File: src/rtl/mem_port_arbiter.sv
// Arbitrates fetch (imem) and load/store (dmem) requests onto one variable-latency memory port.
// Optional MEM_ARB_TIMEOUT_EN adds a busy-cycle watchdog that aborts a stalled transaction and flags arb_err.
module mem_port_arbiter #(
  parameter int ADDR_W         = 32,
  parameter int DATA_W         = 32,
  parameter int DMEM_PRIORITY  = 0,
  parameter int TIMEOUT_CYCLES = 255
) (
  input  logic              clk,
  input  logic              reset_n,
  input  logic              imem_valid,
  input  logic [ADDR_W-1:0] imem_addr,
  output logic              imem_good,
  output logic [DATA_W-1:0] imem_instr,
  input  logic              dmem_valid,
  input  logic [ADDR_W-1:0] dmem_addr,
  input  logic [DATA_W-1:0] dmem_writeData,
  input  logic              dmem_memRead,
  input  logic              dmem_memWrite,
  input  logic [1:0]        dmem_maskMode,
  input  logic              dmem_sext,
  output logic              dmem_good,
  output logic [DATA_W-1:0] dmem_readData,
  output logic              mem_req,
  output logic [ADDR_W-1:0] mem_addr,
  output logic [DATA_W-1:0] mem_wdata,
  output logic              mem_we,
  output logic              mem_re,
  output logic [1:0]        mem_maskMode,
  output logic              mem_sext,
  input  logic              mem_ack,
  input  logic [DATA_W-1:0] mem_rdata,
  output logic              arb_err
);

  typedef enum logic [1:0] {IDLE = 2'd0, BUSY_I = 2'd1, BUSY_D = 2'd2, RESP = 2'd3} state_t;
  typedef enum logic {GRANT_I = 1'b0, GRANT_D = 1'b1} grant_t;

  state_t state_r;
  grant_t last_grant_r;
  logic   imem_elig_s;
  logic   dmem_elig_s;
  logic   pick_d_s;

`ifdef MEM_ARB_TIMEOUT_EN
  localparam int TMO_W = $clog2(TIMEOUT_CYCLES + 1);
  localparam logic [TMO_W-1:0] TMO_LAST = TMO_W'(TIMEOUT_CYCLES - 1);
  logic [TMO_W-1:0] tmo_cnt_r;
`else
  // Keeps the timeout parameter referenced when the watchdog is compiled out.
  if (TIMEOUT_CYCLES < 1) begin : g_timeout_unused
  end
`endif

  // Request eligibility and winner selection for the IDLE grant.
  always_comb begin
    imem_elig_s = imem_valid;
    dmem_elig_s = dmem_valid & (dmem_memRead | dmem_memWrite);
    if (imem_elig_s && dmem_elig_s) begin
      pick_d_s = (DMEM_PRIORITY != 0) || (last_grant_r == GRANT_I);
    end else begin
      pick_d_s = dmem_elig_s;
    end
  end

  // Arbiter FSM with all outputs registered.
  always_ff @(posedge clk or negedge reset_n) begin
    if (!reset_n) begin
      state_r       <= IDLE;
      last_grant_r  <= GRANT_I;
      imem_good     <= 1'b0;
      imem_instr    <= '0;
      dmem_good     <= 1'b0;
      dmem_readData <= '0;
      mem_req       <= 1'b0;
      mem_addr      <= '0;
      mem_wdata     <= '0;
      mem_we        <= 1'b0;
      mem_re        <= 1'b0;
      mem_maskMode  <= 2'b00;
      mem_sext      <= 1'b0;
      arb_err       <= 1'b0;
`ifdef MEM_ARB_TIMEOUT_EN
      tmo_cnt_r     <= '0;
`endif
    end else begin
      case (state_r)
        IDLE: begin
          if (imem_elig_s || dmem_elig_s) begin
            mem_req <= 1'b1;
`ifdef MEM_ARB_TIMEOUT_EN
            tmo_cnt_r <= '0;
`endif
            if (pick_d_s) begin
              mem_addr     <= dmem_addr;
              mem_wdata    <= dmem_writeData;
              mem_we       <= dmem_memWrite;
              mem_re       <= dmem_memRead & ~dmem_memWrite;
              mem_maskMode <= dmem_maskMode;
              mem_sext     <= dmem_sext;
              last_grant_r <= GRANT_D;
              state_r      <= BUSY_D;
            end else begin
              mem_addr     <= imem_addr;
              mem_wdata    <= '0;
              mem_we       <= 1'b0;
              mem_re       <= 1'b1;
              mem_maskMode <= 2'b10;
              mem_sext     <= 1'b0;
              last_grant_r <= GRANT_I;
              state_r      <= BUSY_I;
            end
          end else begin
            state_r <= IDLE;
          end
        end
        BUSY_I, BUSY_D: begin
          // An ack in the timeout cycle still counts as a normal completion.
          if (mem_ack) begin
            mem_req <= 1'b0;
            state_r <= RESP;
            if (state_r == BUSY_D) begin
              dmem_readData <= mem_rdata;
              dmem_good     <= 1'b1;
            end else begin
              imem_instr <= mem_rdata;
              imem_good  <= 1'b1;
            end
          end
`ifdef MEM_ARB_TIMEOUT_EN
          else if (tmo_cnt_r == TMO_LAST) begin
            mem_req <= 1'b0;
            arb_err <= 1'b1;
            state_r <= RESP;
            if (state_r == BUSY_D) begin
              dmem_readData <= '0;
              dmem_good     <= 1'b1;
            end else begin
              imem_instr <= '0;
              imem_good  <= 1'b1;
            end
          end else begin
            tmo_cnt_r <= tmo_cnt_r + TMO_W'(1);
          end
`else
          else begin
            state_r <= state_r;
          end
`endif
        end
        RESP: begin
          imem_good <= 1'b0;
          dmem_good <= 1'b0;
          arb_err   <= 1'b0;
          state_r   <= IDLE;
        end
        default: begin
          state_r <= IDLE;
        end
      endcase
    end
  end

endmodule
File: config.mk
export PLATFORM = sky130hd
export DESIGN_NAME = mem_port_arbiter
export DESIGN_NICKNAME = d
export VERILOG_FILES = /design/src/rtl/mem_port_arbiter.sv
export SDC_FILE = /design/constraint.sdc
export NUM_CORES = 1
export LEC_CHECK = 0
export BUFFER_PORTS_ARGS = -buffer_cell sky130_fd_sc_hd__buf_4
export CORE_ASPECT_RATIO = 0.9
export CORE_MARGIN = 8
export CORE_UTILIZATION = 47
export CTS_CLUSTER_SIZE = 40
export DETAILED_ROUTE_END_ITERATION = 10
export MAX_ROUTING_LAYER = met4
export PLACE_DENSITY = 0.93
export SYNTH_ARGS = -nofsm -noshare
export SYNTH_HDL_FRONTEND = slang
export SYNTH_SLANG_ARGS = --single-unit
File: constraint.sdc
create_clock -name clk -period 3.4 [get_ports clk]
set_input_delay 0.68 -clock clk [delete_from_list [all_inputs] [get_ports clk]]
set_output_delay 0.68 -clock clk [all_outputs]
set_load 0.05 [all_outputs]
; After elaboration in Yosys (flattened, before gate mapping)
; Cells that the tools add are included.
[totals]
register_bits = 139
in_bits = 138
out_inout_bits = 137
word_cells = 59
[classes]
eq_ne = 7
n_mux = 21
n_bitwise = 6
n_reduce_logical = 12
[op_table]
columns = operator, count
row1 = $mux W32, 2
row2 = $reduce_and A3 Y1, 5
row3 = $mux W1, 11
row4 = $mux W2, 4
row5 = $ne A2 B2 Y1 const B, 4
row6 = $pmux W1 S2, 3
row7 = $pmux W2 S3, 1
row8 = $eq A2 B2 Y1 const B, 2
row9 = $reduce_bool A2 Y1, 2
row10 = $not A1 Y1, 3
row11 = $and A1 B1 Y1, 2
row12 = $eq A2 B1 Y1 const B, 1
row13 = $logic_not A2 Y1, 1
row14 = $reduce_and A2 Y1, 1
row15 = $reduce_or A2 Y1, 1
row16 = $logic_and A1 B1 Y1, 1
row17 = $logic_or A1 B1 Y1, 1
row18 = $or A1 B1 Y1, 1

; Longest topological paths before layout
; Gate-level depths: netlist of the first run.
[logic_depth]
depth_word = 7
ltp_mapped = 8
ltp_nobuf = 5

; Worst setup path after synthesis of the first run
; No wires, ideal clock.
[synth_timing]
kind = in2reg
startpoint = input imem_valid
endpoint = register mem_addr[10]
setup_time_ns = 0.082
t_arrival_ns = 1.671
t_required_ns = 3.318
setup_slack_ns = 1.647
path_stages = 6
path_buffers = 3
path_cell_list = or3_1 buf_2 and2_4 buf_6 buf_6 a31oi_1
[synth_between]
elab_chain_len = 3
elab_cells_between_ends = 5
classes_between = 2 x mux / 3 x reduce/logical
[synth_rtl]
columns = item, line_no
row1 = "start, declared", 11  ; input logic imem_valid,
row2 = $logic_and A1 B1 Y1, 59  ; if (imem_elig_s && dmem_elig_s) begin
row3 = $mux W1, 59
row4 = $mux W32, 94  ; if (pick_d_s) begin
row5 = "end signal, assigned", 95  ; mem_addr <= dmem_addr;
row6 = "end signal, assigned", 104  ; mem_addr <= imem_addr;
row7 = "end, declared", 25  ; output logic [ADDR_W-1:0] mem_addr,
; Several ways; a longest one is shown, not always the timed one.
; A chain may end at the register's enable or synchronous reset.

; Worst setup path in the final report of the first run
[layout_timing]
startpoint = register state_r[0]
endpoint = register imem_instr[30]
[layout_between]
elab_chain_len = 3
elab_cells_between_ends = 5
classes_between = 2 x eq/ne / 1 x bitwise / 2 x reduce/logical
[layout_rtl]
columns = item, line_no
row1 = "start, declared", 39  ; state_t state_r;
row2 = "start signal, assigned", 147  ; state_r <= state_r;
row3 = $eq A2 B2 Y1 / $eq A2 B1 Y1 (equally long branches), "87, 122"
row4 = $reduce_or A2 Y1 / $not A1 Y1 (equally long branches), -
row5 = $reduce_and A3 Y1 (no source line) (*), -
row6 = "end signal, assigned", 126  ; imem_instr <= mem_rdata;
row7 = "end, declared", 14  ; output logic [DATA_W-1:0] imem_instr,
; Mark *: on every way between the ends. The rest lies on a longest branch, timed or not.

==> results of run 1 <==
## cells in the mapped netlist, types with 2 or more instances
| cell | n |
|---|---|
| clkbuf_1 | 17 |
| mux2_2 | 64 |
| ha_1 | 4 |
| buf_6 | 4 |
| dfrtp_1 | 139 |
| buf_2 | 15 |
| nand3_1 | 32 |
| o21a_1 | 3 |
| a2bb2oi_1 | 2 |
| a31oi_1 | 33 |
| o21ai_0 | 35 |
| buf_1 | 2 |
| a21oi_1 | 38 |
| nand2_1 | 4 |
| a22o_1 | 35 |
| inv_1 | 8 |
## worst max-delay path: cells and delay by family, from the launching register on
family                   cells  cell delay, ns
AND/OR/NAND/NOR              1            0.12
flip-flops                   1            0.37
adder cells (fa/ha/maj)      1            0.40
multiplexers                 1            0.40
buffers and inverters        2            0.50
## routing by layer
layer,vias up,GRT usage [%]
met3,30,6.18
met5,-,-
met1,2417,28.2
li1,2186,-
met2,295,38.4
met4,0,9.39
## cell families (layout without fill, tap and decap cells)
family / after synthesis / count (layout) / share of synthesized area (%)
AO/OA/AOI/OAI: 150 / 150 / 16.7
flip-flops: 139 / 139 / 61.4
multiplexers: 65 / 65 / 12.9
buffers and inverters: 47 / 321 / 4.04
AND/OR/NAND/NOR: 44 / 44 / 4.02
adder cells (fa/ha/maj): 4 / 4 / 0.883
other: 1 / 1 / 0.0662
## worst paths after layout
| check | from | endpoint | slack, ns | cells past startpoint |
|---|---|---|---|---|
| max | state_r[0]$_DFFE_PN0P_ | imem_instr[30]$_DFFE_PN0P_ | 1.47 | 5 |
| min | reset_n | imem_instr[12]$_DFFE_PN0P_ | 0.30 | 1 |
| max reg2reg | state_r[0]$_DFFE_PN0P_ | imem_instr[30]$_DFFE_PN0P_ | 1.47 | 5 |
| min reg2reg | mem_we$_DFFE_PN0P_ | mem_we$_DFFE_PN0P_ | 0.51 | 1 |
| max in group asynchronous | reset_n | dmem_readData[22]$_DFFE_PN0P_ | 2.30 | 2 |
| min in group clk | dmem_writeData[21] | mem_wdata[21]$_DFFE_PN0P_ | 0.49 | 2 |
## final cells by class
class                           count  area, um2
Timing Repair Buffer              281       2130
Clock buffer                       21        440
Inverter                            8       30.0
Multi-Input combinational cell    264       1970
Fill cell                         797       3540
Sequential cell                   139       3480
Clock inverter                     11        145
Tap cell                          160        200
## registers in the layout, indices dropped and copies added (netlist names)
| signal | count |
|---|---|
| mem_re | 1 |
| dmem_good | 1 |
| mem_req | 1 |
| mem_we | 1 |
| mem_wdata | 32 |
| imem_instr | 32 |
| imem_good | 1 |
| dmem_readData | 32 |
| mem_sext | 1 |
| last_grant_r | 1 |
| state_r | 2 |
| mem_maskMode | 2 |
| mem_addr | 32 |
## power by group through the flow
stage          sequential [mW]  combinational [mW]  clock, mW
6_report                  3.02                6.16       1.83
4_1_cts                   3.01                6.19       1.85
3_3_place_gp              2.95                6.02          0
3_5_place_dp              3.00                6.17          0
5_1_grt                   3.11                6.40       1.93
2_1_floorplan             5.77                1.39          0
==> out/qor.yml, run 1 <==
grt_pass1_wl_um: 28900
seqPwrFrac_pct: 27.5
antenna_found_initial: 0
pre_cts_ws_ns: 1.14
finalCriticalPeriod_ns: 1.93
avgSynthCellArea_um2: 12.6
synth_edf_count: 0
cp_data_arrival_time_ns: 2.22
crit_fanout: 34
clock_sinks: 139
nNetsFinal: 853
io_buffers: 273
vias_per_cell: 5.57
post-route-period-util_pct: 56.8
wirelength_um: 18600
status: "completed"
cellInternalPower_mw: 5.58
cts_tree: "yes"
ys_warn_count: 0
fin_hold_ws_ns: 0.295
drtIter0Drc: 433
htree_levels: 4
final_cell_count_no_fill: 884
cts_resized: 0
grt_max_degree: 79
synth_area_leader_cell: "dfrtp_1"
gp_congestion: 0.846
dpl-instance-area_um2: 7800
start_util_pct: 47.5
die_x_um: 132
synth_area_um2: 5670
peakVddDrop_v: 0.000572
p_comb_share_pct: 55.9
cp-start-kind: "flip-flop"
synth_cell_types: 31
switching_share_pct: 49.3
cp-end-kind: "flip-flop"
dr.max_layer_used: "met4"
synth_ff_type: "dfrtp_1"
first_pass_iters: 5
layout_commonest_cell: "buf_4"
die_h_um: 120
power_frac_clock_pct: 16.6
hpwl_um: 13400
yosys.area.top_type_share_pct: 61.4
cts_buffer_depth: 2
hold_class: "in -> async"
dieArea_um2: 15800
drc: 0
synth_seq_cells: 139
postCtsHoldBufs: 0
place_inst: 852
maxCapViolCount: 0
grtUsageTotal_pct: 23.8
seq_area_frac_synth_pct: 61.4
finalPower_mw: 11.0
cts_setup_buffers: 0
finalSetupViolations: 0
io_pins: 275
required_ns: 3.69
met2_length_um: 9240
numCtsBuffers: 17
relSlewSlack_pct: 23.4
synthArstFlopShare_pct: 100
grt.overflow.total: 0
diodes: 0
root_buffer: "clkbuf_16"
skew_ns: 0.00666
final_cell_mix: "279 x buf_4, 139 x dfrtp_1, 64 x mux2_2, 38 x a21oi_1"
grt_pass1_vias: 5201
drive_above_1_share_pct: 52.1
grt_setup_unrepaired: "false"
wl_per_cell_um: 21.0
clk_latency_ns: 0.41
wl_met1_um: 7630
ys_top_cells_by_area: "dfrtp_1 61%, mux2_2 13%, a22o_1 5.4%, a31oi_1 3.6%, a21oi_1 3.4%"
leakagePower_nw: 4.03
final_area_um2: 8390
dr_total_vias: 4928
path_clk_slew_ns: 0.06
worst_slew_pin_slew_ns: 1.15
synth_fp_nets: 592
synthCells: 450
coreArea_um2: 11900
route.met3.wl_um: 1310
p_switching_mw: 5.43
max_freq_ghz: 0.518
utilization_pct: 70.3
path_cells: "inv_1 > ha_1 > nand3b_1 > buf_4 > mux2_2"
worst_slack_ns: 1.47
ant_nets: 0
tns_ns: 0
hold_violations: 0
syn2layout_area_growth_pct: 48.0
slowest_stage: "buf_4"
slew_viol_final: 0
pwr_density_cell_nw_per_um2: 1310
path_class: "reg -> reg"
row_count: 38
crit_path_max_incr_delay_ns: 0.41
(Power assumes the default switching activity.)
==> run 2: changes to the inputs <==
ABC_AREA = 1   (was not set)
CORE_UTILIZATION = 42   (was 47)
PLACE_DENSITY = 0.88   (was 0.93)
clock period = 1.7 ns   (was 3.4 ns; I/O delays follow)
==> run 2 against run 1 <==
Net effect:
- first-iteration DRC count fell by 42%
- synthesized cell count rose by 52%
- clock skew rose by 0.0020 ns
- critical endpoint is now imem_instr[1]$_DFFE_PN0P_
- largest power group unchanged
==> out/qor.yml, run 2 <==
synth_edf_count: 0
switching_share_pct: 50.1
pwr_density_cell_nw_per_um2: 2360
antenna_found_initial: 0
io_buffers: 273
cp_data_arrival_time_ns: 1.83
final_cell_count_no_fill: 1142
avgSynthCellArea_um2: 8.54
peakVddDrop_v: 0.00168
synth_area_um2: 5850
layout_commonest_cell: "nand2_1"
wirelength_um: 17700
coreArea_um2: 13800
power_frac_clock_pct: 17.3
dpl-instance-area_um2: 8040
p_switching_mw: 10.2
worst_slack_ns: 0.153
dr_total_vias: 5293
hpwl_um: 13400
yosys.area.top_type_share_pct: 59.4
synth_fp_nets: 827
ant_nets: 0
cp-end-kind: "flip-flop"
hold_class: "in -> reg"
maxCapViolCount: 0
status: "completed"
synth_seq_cells: 139
p_comb_share_pct: 54.7
synth_cell_types: 24
first_pass_iters: 4
numCtsBuffers: 17
drive_above_1_share_pct: 34.0
drtIter0Drc: 251
cellInternalPower_mw: 10.2
met2_length_um: 8240
tns_ns: 0
grt_setup_unrepaired: "false"
grt_pass1_vias: 5430
diodes: 0
crit_fanout: 40
clock_sinks: 139
skew_ns: 0.00861
final_cell_mix: "306 x nand2_1, 282 x buf_4, 139 x dfrtp_1, 74 x inv_1, 61 x o21ai_0"
pre_cts_ws_ns: 0.0643
io_pins: 275
fillCellCount: 1116
cts_buffer_depth: 2
path_class: "reg -> reg"
die_h_um: 128
grt_pass1_wl_um: 27900
hold_violations: 0
route.met3.wl_um: 1940
nNetsFinal: 1101
syn2layout_area_growth_pct: 47.6
start_util_pct: 42.4
vias_per_cell: 4.63
finalCriticalPeriod_ns: 1.55
htree_levels: 4
wl_met1_um: 7300
cts_tree: "yes"
finalSetupViolations: 0
row_count: 41
max_freq_ghz: 0.646
gp_congestion: 0.860
post-route-period-util_pct: 91.0
ys_top_cells_by_area: "dfrtp_1 59%, nand2_1 20%, o21ai_0 5.3%, inv_1 4.7%, o21ai_1 3.0%"
cp-start-kind: "flip-flop"
seqPwrFrac_pct: 28.0
place_inst: 1109
wl_per_cell_um: 15.5
die_x_um: 140
final_area_um2: 8630
synth_common_cells: "307 x nand2_1, 139 x dfrtp_1, 74 x inv_1"
synthCells: 685
slew_viol_final: 0
yosysMostFrequentCell: "nand2_1"
synthArstFlopShare_pct: 100
grt_max_degree: 43
dieArea_um2: 18000
synth_area_leader_cell: "dfrtp_1"
leakagePower_nw: 4.94
clk_latency_ns: 0.41
ys_warn_count: 0
path_clk_slew_ns: 0.06
drc: 0
grtUsageTotal_pct: 20.3
dr.max_layer_used: "met4"
fin_hold_ws_ns: 0.124
required_ns: 1.98
synth_ff_type: "dfrtp_1"
root_buffer: "clkbuf_16"
seq_area_frac_synth_pct: 59.4
grt.overflow.total: 0
[run 2: cell types whose count changed in the layout (fill, tap and decap cells not counted), sizes merged, moves of 7 or more]
cell | previous run | this run
a31oi | 33 | 0
inv | 9 | 80
a22o | 35 | 0
nand3 | 32 | 5
buf | 281 | 288
mux2 | 64 | 0
a21oi | 38 | 2
nand2 | 5 | 309
o21ai | 36 | 100
nor2 | 0 | 10
[run 2: power groups by stage]
| stage | combinational (mW) | sequential (mW) | clock [mW] |
|---|---|---|---|
| 2_1_floorplan | 2.51 | 10.7 | 0 |
| 3_3_place_gp | 11.0 | 5.68 | 0 |
| 3_5_place_dp | 11.2 | 5.71 | 0 |
| 4_1_cts | 11.2 | 5.71 | 3.61 |
| 5_1_grt | 11.9 | 5.90 | 3.75 |
| 6_report | 11.2 | 5.71 | 3.53 |
[run 2: cell type report]
type                    count  area [um2]  area share [%]
inverters                  79         304            3.52
flip-flops and latches    139        3480            40.3
well taps                 172         215            2.49
repair buffers            289        2240            25.9
clock buffers              19         443            5.13
clock inverters            11         121            1.41
multi-input cells         433        1830            21.2
[run 2: path summary, 6_finish.rpt]
check / slack (ns) / endpoint / cells past startpoint / startpoint
setup / recovery: 0.15 / imem_instr[1]$_DFFE_PN0P_ / 8 / state_r[0]$_DFFE_PN0P_
hold / removal: 0.12 / mem_wdata[18]$_DFFE_PN0P_ / 3 / dmem_writeData[18]
setup reg to reg: 0.15 / imem_instr[1]$_DFFE_PN0P_ / 8 / state_r[0]$_DFFE_PN0P_
hold reg to reg: 0.48 / mem_wdata[22]$_DFFE_PN0P_ / 2 / mem_wdata[22]$_DFFE_PN0P_
max in group asynchronous: 0.76 / mem_wdata[29]$_DFFE_PN0P_ / 3 / reset_n
min in group asynchronous: 0.42 / dmem_readData[20]$_DFFE_PN0P_ / 2 / reset_n
[run 2: timing repair]
item	CTS	global route
endpoints found under the hold margin	36	0
hold buffers	1	0
setup endpoints to repair	0	31
setup buffers	0	2
resized for setup	0	4
[run 2: routing by layer]
| layer | global-route usage [%] | vias up |
|---|---|---|
| met2 | 31.8 | 238 |
| li1 | - | 2631 |
| met3 | 8.04 | 14 |
| met4 | 5.93 | 0 |
| met1 | 23.9 | 2410 |
| met5 | - | - |
[run 2: metrics by stage]
stage	power [mW]	utilization, %
after floorplan	13.2	-
after global placement	16.6	58.3
after detailed placement	16.9	58.3
after CTS	20.5	62.4
after global routing	21.5	62.6
final	20.4	62.6
[run 2: critical path, stage by stage (launching register included)]
cell     delay (ns)
dfrtp_1        0.36
inv_1          0.09
ha_1           0.31
nand2_1        0.06
nor2_2         0.16
inv_4          0.10
buf_12         0.18
nand2_1        0.06
o21ai_0        0.08
[run 2: kinds of logic (layout without fill, tap and decap cells)]
logic type      after synthesis  in the layout  synth area share [%]
compound gates              104            104                  9.19
fa+ha+maj                     4              4                 0.855
flops                       139            139                  59.4
buf+inv                     113            398                  9.26
other cells                   1              1                0.0641
simple gates                324            324                  21.2
